`config.mk`:
```
export PLATFORM = sky130hd
export DESIGN_NAME = vga_span_address_gen
export DESIGN_NICKNAME = d
export VERILOG_FILES = /design/src/rtl/vga_span_address_gen.sv
export SDC_FILE = /design/constraint.sdc
export NUM_CORES = 1
export LEC_CHECK = 0
export BUFFER_PORTS_ARGS = -buffer_cell sky130_fd_sc_hd__buf_4
export CAP_MARGIN = 20
export CORE_ASPECT_RATIO = 0.9
export CORE_UTILIZATION = 60
export CTS_CLUSTER_SIZE = 24
export DETAILED_ROUTE_END_ITERATION = 10
export GPL_ROUTABILITY_DRIVEN = 0
export PLACE_DENSITY = 0.82
export SLEW_MARGIN = 20
export SYNTH_ARGS = -nofsm -noshare
export SYNTH_HDL_FRONTEND = slang
export SYNTH_SLANG_ARGS = --single-unit
```
`constraint.sdc`:
```
create_clock -name clock -period 6 [get_ports clock]
set_clock_uncertainty 0.2 [all_clocks]
set_input_delay 0.6 -clock clock [delete_from_list [all_inputs] [get_ports clock]]
set_output_delay 0.6 -clock clock [all_outputs]
set_load 0.05 [all_outputs]
```
`src/rtl/vga_span_address_gen.sv`:
```
// Turns a horizontal pixel run request (x, y, length) into a stream of
// frame-buffer addresses, one per pixel, clipped at the right screen edge.
module vga_span_address_gen #(
    parameter int H_RES  = 320,
    parameter int V_RES  = 240,
    parameter int X_W    = 9,
    parameter int Y_W    = 8,
    parameter int LEN_W  = 9,
    parameter int ADDR_W = 17
) (
    input  logic              clock,
    input  logic              reset,
    input  logic              req_valid,
    output logic              req_ready,
    input  logic [X_W-1:0]    req_x,
    input  logic [Y_W-1:0]    req_y,
    input  logic [LEN_W-1:0]  req_len,
    output logic              addr_valid,
    input  logic              addr_ready,
    output logic [ADDR_W-1:0] addr,
    output logic [X_W-1:0]    addr_x,
    output logic              addr_last,
    output logic              clipped
);

    // Count must hold both the requested length and the full row width.
    localparam int CNT_W = (LEN_W > X_W + 1) ? LEN_W : X_W + 1;

    localparam logic [X_W:0]        H_LIM_C  = (X_W + 1)'(H_RES);
    localparam logic [Y_W:0]        V_LIM_C  = (Y_W + 1)'(V_RES);
    localparam logic [CNT_W-1:0]    H_CNT_C  = CNT_W'(H_RES);
    localparam logic [ADDR_W-1:0]   H_ADDR_C = ADDR_W'(H_RES);
    localparam logic [CNT_W-1:0]    ONE_C    = CNT_W'(1);
    localparam logic [CNT_W-1:0]    TWO_C    = CNT_W'(2);

    typedef enum logic [1:0] {
        IDLE = 2'd0,
        CALC = 2'd1,
        EMIT = 2'd2
    } state_t;

    state_t              state_r;
    state_t              state_s;

    logic                req_ready_r;
    logic                addr_valid_r;
    logic [ADDR_W-1:0]   addr_r;
    logic [X_W-1:0]      addr_x_r;
    logic                addr_last_r;
    logic                clipped_r;

    logic [X_W-1:0]      x_r;
    logic [Y_W-1:0]      y_r;
    logic [CNT_W-1:0]    len_r;
    logic [CNT_W-1:0]    count_r;

    logic                accept_s;
    logic                xfer_s;
    logic                out_of_range_s;
    logic [CNT_W-1:0]    eff_len_s;
    logic [CNT_W-1:0]    space_s;
    logic [CNT_W-1:0]    lat_space_s;
    logic [CNT_W-1:0]    count_init_s;
    logic [ADDR_W-1:0]   base_s;

    assign accept_s = req_valid & req_ready_r;
    assign xfer_s   = addr_valid_r & addr_ready;

    // Request qualification on the live inputs and run setup on the latched ones.
    always_comb begin
        eff_len_s      = CNT_W'(req_len);
        out_of_range_s = ({1'b0, req_x} >= H_LIM_C) || ({1'b0, req_y} >= V_LIM_C);
        space_s        = H_CNT_C - CNT_W'(req_x);
        lat_space_s    = H_CNT_C - CNT_W'(x_r);
        count_init_s   = len_r;
        base_s         = (ADDR_W'(y_r) * H_ADDR_C) + ADDR_W'(x_r);
        if (req_len == {LEN_W{1'b0}}) begin
            eff_len_s = ONE_C;
        end else begin
            eff_len_s = CNT_W'(req_len);
        end
        if (len_r > lat_space_s) begin
            count_init_s = lat_space_s;
        end else begin
            count_init_s = len_r;
        end
    end

    // Next-state logic.
    always_comb begin
        state_s = state_r;
        case (state_r)
            IDLE: begin
                if (accept_s && !out_of_range_s) begin
                    state_s = CALC;
                end else begin
                    state_s = IDLE;
                end
            end
            CALC: state_s = EMIT;
            EMIT: begin
                if (xfer_s && (count_r == ONE_C)) begin
                    state_s = IDLE;
                end else begin
                    state_s = EMIT;
                end
            end
            default: state_s = IDLE;
        endcase
    end

    // State register.
    always_ff @(posedge clock or posedge reset) begin
        if (reset) begin
            state_r <= IDLE;
        end else begin
            state_r <= state_s;
        end
    end

    // Request latch, clip pulse and address stream registers.
    always_ff @(posedge clock or posedge reset) begin
        if (reset) begin
            req_ready_r  <= 1'b0;
            addr_valid_r <= 1'b0;
            addr_r       <= {ADDR_W{1'b0}};
            addr_x_r     <= {X_W{1'b0}};
            addr_last_r  <= 1'b0;
            clipped_r    <= 1'b0;
            x_r          <= {X_W{1'b0}};
            y_r          <= {Y_W{1'b0}};
            len_r        <= {CNT_W{1'b0}};
            count_r      <= {CNT_W{1'b0}};
        end else begin
            req_ready_r <= (state_s == IDLE);
            clipped_r   <= accept_s && (out_of_range_s || (eff_len_s > space_s));
            if (accept_s) begin
                x_r   <= req_x;
                y_r   <= req_y;
                len_r <= eff_len_s;
            end
            case (state_r)
                CALC: begin
                    addr_valid_r <= 1'b1;
                    addr_r       <= base_s;
                    addr_x_r     <= x_r;
                    count_r      <= count_init_s;
                    addr_last_r  <= (count_init_s == ONE_C);
                end
                EMIT: begin
                    if (xfer_s) begin
                        if (count_r == ONE_C) begin
                            addr_valid_r <= 1'b0;
                            addr_last_r  <= 1'b0;
                        end else begin
                            addr_r      <= addr_r + ADDR_W'(1);
                            addr_x_r    <= addr_x_r + X_W'(1);
                            count_r     <= count_r - ONE_C;
                            addr_last_r <= (count_r == TWO_C);
                        end
                    end
                end
                default: begin
                end
            endcase
        end
    end

    assign req_ready  = req_ready_r;
    assign addr_valid = addr_valid_r;
    assign addr       = addr_r;
    assign addr_x     = addr_x_r;
    assign addr_last  = addr_last_r;
    assign clipped    = clipped_r;

endmodule

```
# [Word-level counts from Yosys, hierarchy flattened]
# Index checks and enable logic that the tools add are counted.
[word_totals] register_bits=69 output_inout_bits=30 wordCells=65
[op_classes] add_sub_neg=6 n_mul=1 order_cmp=4 eq_ne=8 n_mux=20 bitwise_logic=2 reduce_logical=13
[op_table] cell="two-way mux 17 bit" n=2
[op_table] cell="one-hot mux 17 bit (2 select lines)" n=1
[op_table] cell="two-way mux 10 bit" n=3
[op_table] cell="two-way mux 9 bit" n=3
[op_table] cell="equality test 10 x 1 -> 1 bit, second input constant" n=2
[op_table] cell="greater-than comparator 10 bit" n=2
[op_table] cell="one-hot mux 10 bit (2 select lines)" n=1
[op_table] cell="subtractor 9 x 9 -> 10 bit, first input constant" n=2
[op_table] cell="one-hot mux 9 bit (2 select lines)" n=1
[op_table] cell="adder 17 x 1 -> 17 bit, second input constant" n=1
[op_table] cell="adder 17 x 9 -> 17 bit" n=1
[op_table] cell="multiplier 8 x 3 -> 11 bit, second input constant" n=1
[op_table] cell="equality test 10 x 2 -> 1 bit, second input constant" n=1
[op_table] cell="subtractor 10 x 1 -> 10 bit, second input constant" n=1
[op_table] cell="adder 9 x 1 -> 9 bit, second input constant" n=1
[op_table] cell=">= comparator 9 bit, second input constant" n=1
[op_table] cell="zero test 9 bit" n=1
[op_table] cell=">= comparator 8 bit, second input constant" n=1
[op_table] cell="!= test 2 bit, second input constant" n=3
[op_table] cell="one-hot mux 2 bit (3 select lines)" n=1
[op_table] cell="AND reduction 3 bit" n=2
[op_table] cell="two-way mux 1 bit" n=5
[op_table] cell="zero test 2 bit" n=2
[op_table] cell="one-hot mux 1 bit (2 select lines)" n=2
[op_table] cell="9 further kinds" n=13

# [Longest topological paths before layout]
# Gate-level depths: netlist (run 1).
[logic_depth] word_depth=7 depth_mapped=13 depth_no_buf=12

# [Least setup slack after synthesis (run 1)]
# No wires, ideal clock.
[synth_timing] path_type="reg2reg" from="register x_r[3]" to="register count_r[7]" setup_ns=0.120 t_arrival_ns=2.542 t_required_ns=5.680 setup_slack_ns=3.138 path_stages_with_launch=10 cell_sequence="dfrtp_1 > or3_1 > nor2_1 > xnor2_1 > ha_1 > a21oi_1 > a21boi_0 > o41a_2 > or2_2 > a31o_2"
[synth_between] elab_chain_cells=4
[synth_rtl] element="start, declared" line_no="52" text="logic [X_W-1:0] x_r;"
[synth_rtl] element="start signal, assigned" line_no="130" text="x_r <= {X_W{1'b0}};"
[synth_rtl] element="start signal, assigned" line_no="138" text="x_r <= req_x;"
[synth_rtl] element="subtractor 9 x 9 -> 10 bit (*)" line_no="74" text="lat_space_s = H_CNT_C - CNT_W'(x_r);"
[synth_rtl] element="greater-than comparator 10 bit" line_no="82" text="if (len_r > lat_space_s) begin"
[synth_rtl] element="two-way mux 10 bit (*)" line_no="82"
[synth_rtl] element="one-hot mux 10 bit (2 select lines) (*)" line_no="142" text="case (state_r)"
[synth_rtl] element="end signal, assigned" line_no="133" text="count_r <= {CNT_W{1'b0}};"
[synth_rtl] element="end signal, assigned" line_no="147" text="count_r <= count_init_s;"
[synth_rtl] element="end signal, assigned" line_no="158" text="count_r <= count_r - ONE_C;"
[synth_rtl] element="end, declared" line_no="55" text="logic [CNT_W-1:0] count_r;"
# Mark *: on every way between the ends. The rest lies on a longest branch, timed or not.
# A chain may end at the register's enable or synchronous reset.

# [Worst setup path after layout (run 1)]
[layout_timing] from="register state_r[0]" to="register count_r[3]"
[layout_between] elab_chain_cells=3
[layout_rtl] element="start, declared" line_no="42" text="state_t state_r;"
[layout_rtl] element="start signal, assigned" line_no="117" text="state_r <= state_s;"
[layout_rtl] element="equality test 2 bit or equality test 2 x 1 -> 1 bit (tied branches)" line_no="142"
[layout_rtl] element="!= test 2 bit (no source line) or nonzero test 2 bit (tied branches)"
[layout_rtl] element="AND reduction 3 bit (no source line)"
# Several ways; a longest one is shown, not always the timed one.

==> results of run 1 <==
## layer usage
layer | up-vias | part of all wire [%] | global-route usage, %
met1 | 2075 | 43 | 41.2
met4 | 0 | 2.3 | 11.8
met5 | - | 0 | 0
li1 | 2072 | - | -
met2 | 217 | 46 | 46.8
met3 | 27 | 8.6 | 6.46
## flip-flops by register name (all words and copies together), names as in the netlist, 2 cells and up
signal	count
count_r	10
state_r	2
addr	17
len_r	9
addr_x	9
y_r	8
x_r	9
## cell type report
cell class / instances / area [um^2]
Inverter: 26 / 97.6
Timing Repair Buffer: 60 / 450
Tap cell: 96 / 120
Clock inverter: 5 / 37.5
Sequential cell: 68 / 1700
Fill cell: 596 / 2180
Clock buffer: 11 / 141
Multi-Input combinational cell: 422 / 2930
## worst max-delay path by stage
stage | startpoint | to | slack, ns | depth (start not counted)
final | state_r[0] | count_r[3] | 2.46 | 8
after global routing | state_r[0] | count_r[3] | 2.22 | 8
after CTS | state_r[0] | count_r[3] | 2.46 | 8
after detailed placement | state_r[0] | count_r[3] | 2.47 | 8
after global placement | state_r[0] | count_r[3] | 2.57 | 8
after floorplan | x_r[3] | count_r[7] | 3.14 | 9
## worst max-delay path: stages (launching register included)
cell,delay [ns]
dfrtp_1,0.38
inv_1,0.12
ha_2,0.85
inv_1,0.34
nand2_1,0.63
o21ai_4,0.39
o21a_1,0.20
o22ai_1,0.18
a311oi_1,0.08
## placed cells by master, fill, tap and decap left out, types with 4 or more instances in the layout
master and n:
dfrtp_1 68, buf_4 60, nand2_1 49, a21oi_1 48, ha_1 42, o21ai_0 39
nor2_1 33, inv_1 25, mux2_2 23, nand3_1 21, nor3_1 18, xnor2_1 15
o22ai_1 15, xor2_1 13, nand4_1 12, clkbuf_8 10, nor4_1 7, a211oi_1 6
mux2i_1 5, o21a_1 5, a311oi_1 4, nand2b_1 4
## power groups by stage
stage	Sequential, mW	Clock (mW)	Combinational, mW
finish	0.829	0.347	1.38
global route	0.848	0.372	1.50
CTS	0.820	0.351	1.36
detailed placement	0.827	0	1.36
global placement	0.821	0	1.32
floorplan	1.05	0	0.746
## through the flow
stage	std cells	hold slack, ns
floorplan	542	0.271
global placement	672	0.301
detailed placement	672	0.307
CTS	688	0.263
global route	688	0.261
finish	688	0.270
## kinds of logic (layout without fill, tap and decap cells)
| group | Yosys count | count (layout) | share of synthesized area, % |
|---|---|---|---|
| compound gates | 152 | 152 | 19.7 |
| mux | 28 | 28 | 6.41 |
| fa+ha+maj | 45 | 45 | 12.0 |
| flops | 68 | 68 | 35.3 |
| xor+xnor | 28 | 28 | 5.09 |
| simple gates | 169 | 169 | 17.3 |
| buf+inv | 52 | 102 | 4.23 |
==> results.toml, run 1 <==
[floorplan]
fp.dieW_um = 96.5
core_area_um2 = 7660
initial_core_util_pct = 63.0
io_pins = 60
design.die.area_um2 = 8400
rows = 30
die_h_um = 87.0

[sta]
rsz0062_at_grt = "false"
tns_ns = 0
slew_violations = 0
post-route-period-util_pct = 59.0
slew_headroom_pct = 28.0
max_freq_mhz = 283
tightest_slew_ns = 1.08
hold_violations = 0
period_needed_ns = 3.54
setup_slack_ns = 2.46
setup_violations = 0

[min_path]
min_to = "y_r[3]"
min_from = "req_y[3]"
min_path_cells = 2
holdCritPathClass = "input pin to flop"

[cts]
cts_buffers = 9
cts_resized = 0
clkLatencyLatePin_ns = 0.36
cts_tree = "done"
hold_buffers = 0
clock-sinks = 68
cts_root_buf = "clkbuf_8"
clk_pin_slew_ns = 0.08
htree_levels = 3
post-cts-setup-buffers = 0
clock_path_buffers = 2

[global_routing]
grt_pass1_vias = 4038
antenna_found_initial = 0
grt_overflow = 0
grtUsageTotal_pct = 30.2
grt_pass1_wl_um = 19400
grt_max_degree = 69

[power]
clkPwrFrac_pct = 13.6
p_int_mw = 1.28
power_mw = 2.55
leakagePower_nw = 2.51
p_sw_share_pct = 49.9
ir_drop_v = 0.000216
p_comb_share_pct = 53.9
power.density_nw_per_um2 = 466
power.share.sequential_pct = 32.5
p_sw_mw = 1.27

[synth]
synthCells = 542
synth_most_common_cell = "dfrtp_1"
syn_avg_cell_area_um2 = 8.90
synth_cell_types = 61
yosys_warnings = 0
ys_seq_area_share_pct = 35.3
synth_top_area_share_pct = 35.3
synth_largest_area_cell = "dfrtp_1"
ys_ff_latch = 68
synthTopCellsByCount = "68 x dfrtp_1, 50 x nand2_1, 48 x a21oi_1, 43 x ha_1, 40 x o21ai_0"
ys.flop_type = "dfrtp_1"
syn_area_um2 = 4820
ys_top_cells_by_area = "dfrtp_1 35%, ha_1 11%, mux2_2 5.4%"
async_reset_ff_share_pct = 100
synth_fp_nets = 617
synth-edff-count = 0

[critical_path]
arrival_ns = 3.53
r2r_cells = 8
r2r_start = "state_r[0]"
worstSetupPathType = "flop to flop"
crit_required_ns = 5.99
ff2ff_setup_slack_ns = 2.46
r2r_end = "count_r[3]"
start_kind = "flop"
end_kind = "flop"
crit_fanout = 59

[routing]
drc_errors = 0
drt_wl_total_um = 12000
drt-pass1-iter-count = 6
drtIter0Drc = 309
antenna_left = 0
vias_per_cell = 6.38
num_vias = 4391
wl_per_cell_um = 17.4

[placed_design]
post-dp-hpwl_um = 8900
place_ws_ns = 2.47
port_buffers = 59
place_area_um2 = 5290

[cells_and_area]
fin_nets = 662
antenna_cells = 0
drive_above_1_share_pct = 19.3
final_cell_area_um2 = 5480
fin_util_pct = 71.6
areaGrowthSynthToFinish_pct = 13.7

[flow_run]
cap_violations = 0

[outcome]
status = "completed"
No activity file was read; power rests on OpenSTA's default activity.
==> run 2: changes to the inputs <==
--- a/config.mk
+++ b/config.mk
@@ -8,11 +8,11 @@
 export BUFFER_PORTS_ARGS = -buffer_cell sky130_fd_sc_hd__buf_4
 export CAP_MARGIN = 20
 export CORE_ASPECT_RATIO = 0.9
-export CORE_UTILIZATION = 60
+export CORE_UTILIZATION = 59
 export CTS_CLUSTER_SIZE = 24
 export DETAILED_ROUTE_END_ITERATION = 10
 export GPL_ROUTABILITY_DRIVEN = 0
-export PLACE_DENSITY = 0.82
+export PLACE_DENSITY = 0.81
 export SLEW_MARGIN = 20
 export SYNTH_ARGS = -nofsm -noshare
 export SYNTH_HDL_FRONTEND = slang
==> constraint.sdc (replaced) <==
create_clock -name clock -period 3.3 [get_ports clock]
set_clock_uncertainty 0.2 [all_clocks]
set_input_delay 0.33 -clock clock [delete_from_list [all_inputs] [get_ports clock]]
set_output_delay 0.33 -clock clock [all_outputs]
set_load 0.05 [all_outputs]
==> results.toml, run 2 (synthesis gave the netlist of run 1 again) <==
[power]
ir_drop_v = 0.000322
p_sw_share_pct = 48.0
p_sw_mw = 2.38
p_comb_share_pct = 54.0
p_int_mw = 2.57
power.share.sequential_pct = 30.2
leakagePower_nw = 2.62
power.density_nw_per_um2 = 864
power_mw = 4.95
clkPwrFrac_pct = 15.8

[cts]
htree_levels = 3
clkLatencyLatePin_ns = 0.35
clk_pin_slew_ns = 0.07
clock_path_buffers = 2
cts_tree = "done"
cts_root_buf = "clkbuf_8"
clock-sinks = 68
cts_buffers = 9

[critical_path]
path_cells = "buf_12 -> nor3_4 -> nand2_1 -> xnor2_1 -> ha_1 -> nand4_1 -> a21oi_1 -> o41a_1 -> or2_2 -> a31o_2"
cp_top_family = "compound AO/OA/AOI/OAI gates"
start_kind = "flop"
end_kind = "flop"
arrival_ns = 3.21
worst_path_largest_cell_delay_ns = 0.47
path_buf_inv = 1
cpMaxStageDelayCell = "o41a_1"
crit_required_ns = 3.33
worstSetupPathType = "flop to flop"
crit_fanout = 6

[sta]
hold_violations = 0
slew_headroom_pct = 50.6
period_needed_ns = 3.18
max_freq_mhz = 315
setup_violations = 0
slew_violations = 0
tightest_slew_ns = 0.735
post-route-period-util_pct = 96.2

[floorplan]
initial_core_util_pct = 62.4
rows = 30
core_area_um2 = 7730
io_pins = 60
die_h_um = 87.8
design.die.area_um2 = 8540
fp.dieW_um = 97.3

[placed_design]
place_area_um2 = 5380
post-dp-hpwl_um = 9640
port_buffers = 59

[global_routing]
grt_overflow = 0
grt_max_degree = 36
grt_pass1_vias = 4360
grtUsageTotal_pct = 31.4
grt_pass1_wl_um = 21200
antenna_found_initial = 0

[routing]
drt_wl_total_um = 13000
drc_errors = 0
num_vias = 4582
drt-pass1-iter-count = 5
antenna_left = 0
vias_per_cell = 6.48
drtIter0Drc = 437
wl_per_cell_um = 18.4

[cells_and_area]
drive_above_1_share_pct = 22.3
final_cell_mix = "75 x buf_4, 65 x dfrtp_1, 49 x nand2_1, 48 x a21oi_1, 41 x ha_1"
regArea_um2 = 1710
final_cell_area_um2 = 5730
areaGrowthSynthToFinish_pct = 18.9
antenna_cells = 0
final_common_cell = "buf_4"
multiInputGateArea_um2 = 2970
fin_nets = 682
fillers = 577
fin_util_pct = 74.2
largest_reg_flops = 17

[flow_run]
cap_violations = 0

[outcome]
status = "completed"

[min_path]
holdCritPathClass = "input pin to flop"
[run 2: changes by cell type in the layout (fill, tap and decap cells not counted), moves of 2 or more]
cell / change
dfrtp_1: -3
dfrtp_2: +3
clkinv_4: -2
buf_4: +15
bufinv_16: +2
dlygate4sd3_1: +3
[run 2: repair_timing]
action | CTS | global route
hold buffers | 3 | 0
gates resized for setup | 0 | 9
endpoints found under the setup margin | 0 | 7
hold endpoints to repair | 19 | 0
buffers inserted | 0 | 5
[run 2: worst paths after layout]
path	startpoint	endpoint	slack [ns]	cells after the start
setup / recovery	x_r[0]	count_r[7]	0.12	10
hold / removal	req_y[0]	y_r[0]	0.02	2
setup reg to reg	x_r[0]	count_r[7]	0.12	10
hold reg to reg	len_r[0]	len_r[0]	0.33	2
max in group asynchronous	reset	x_r[0]	1.80	4
min in group asynchronous	reset	y_r[1]	0.35	3
[run 2: worst reg2reg max path, delay by kind of cell (launching register included)]
kind / cells / cell delay (ns)
fa+ha+maj: 1 / 0.33
compound gates: 3 / 0.79
buf+inv: 1 / 0.14
xor+xnor: 1 / 0.38
flops: 1 / 0.45
simple gates: 4 / 0.77
[run 2: final cells by class]
cell class	count	area share, %
clock buffer	11	2.64
clock inverter	4	1.27
inverter	26	1.70
multi-input combinational	423	51.9
sequential	68	29.7
tap	96	2.09
timing repair buffer	79	10.7
[run 2: routing by layer]
layer  wire length [um]  global-route usage [%]
met2               5940                    51.6
met4                364                    13.5
met5                  0                       0
met1               5570                    40.8
met3               1160                    6.54
[run 2: through the flow]
step                      hold slack, ns  TNS (ns)  instances  worst slack [ns]
after floorplan                    0.271         0        542             0.438
after global placement             0.155         0        683             0.216
after detailed placement           0.161         0        683            0.0895
after CTS                        0.00580         0        701            0.0576
after global routing             0.00923  -0.00465        707          -0.00465
final                             0.0215         0        707             0.124
[run 2: power groups by stage]
stage	Combinational, mW	Sequential (mW)	Clock [mW]
after floorplan	1.36	1.91	0
after global placement	2.47	1.47	0
after detailed placement	2.55	1.49	0
after CTS	2.57	1.48	0.791
after global routing	2.89	1.54	0.823
final	2.68	1.50	0.781
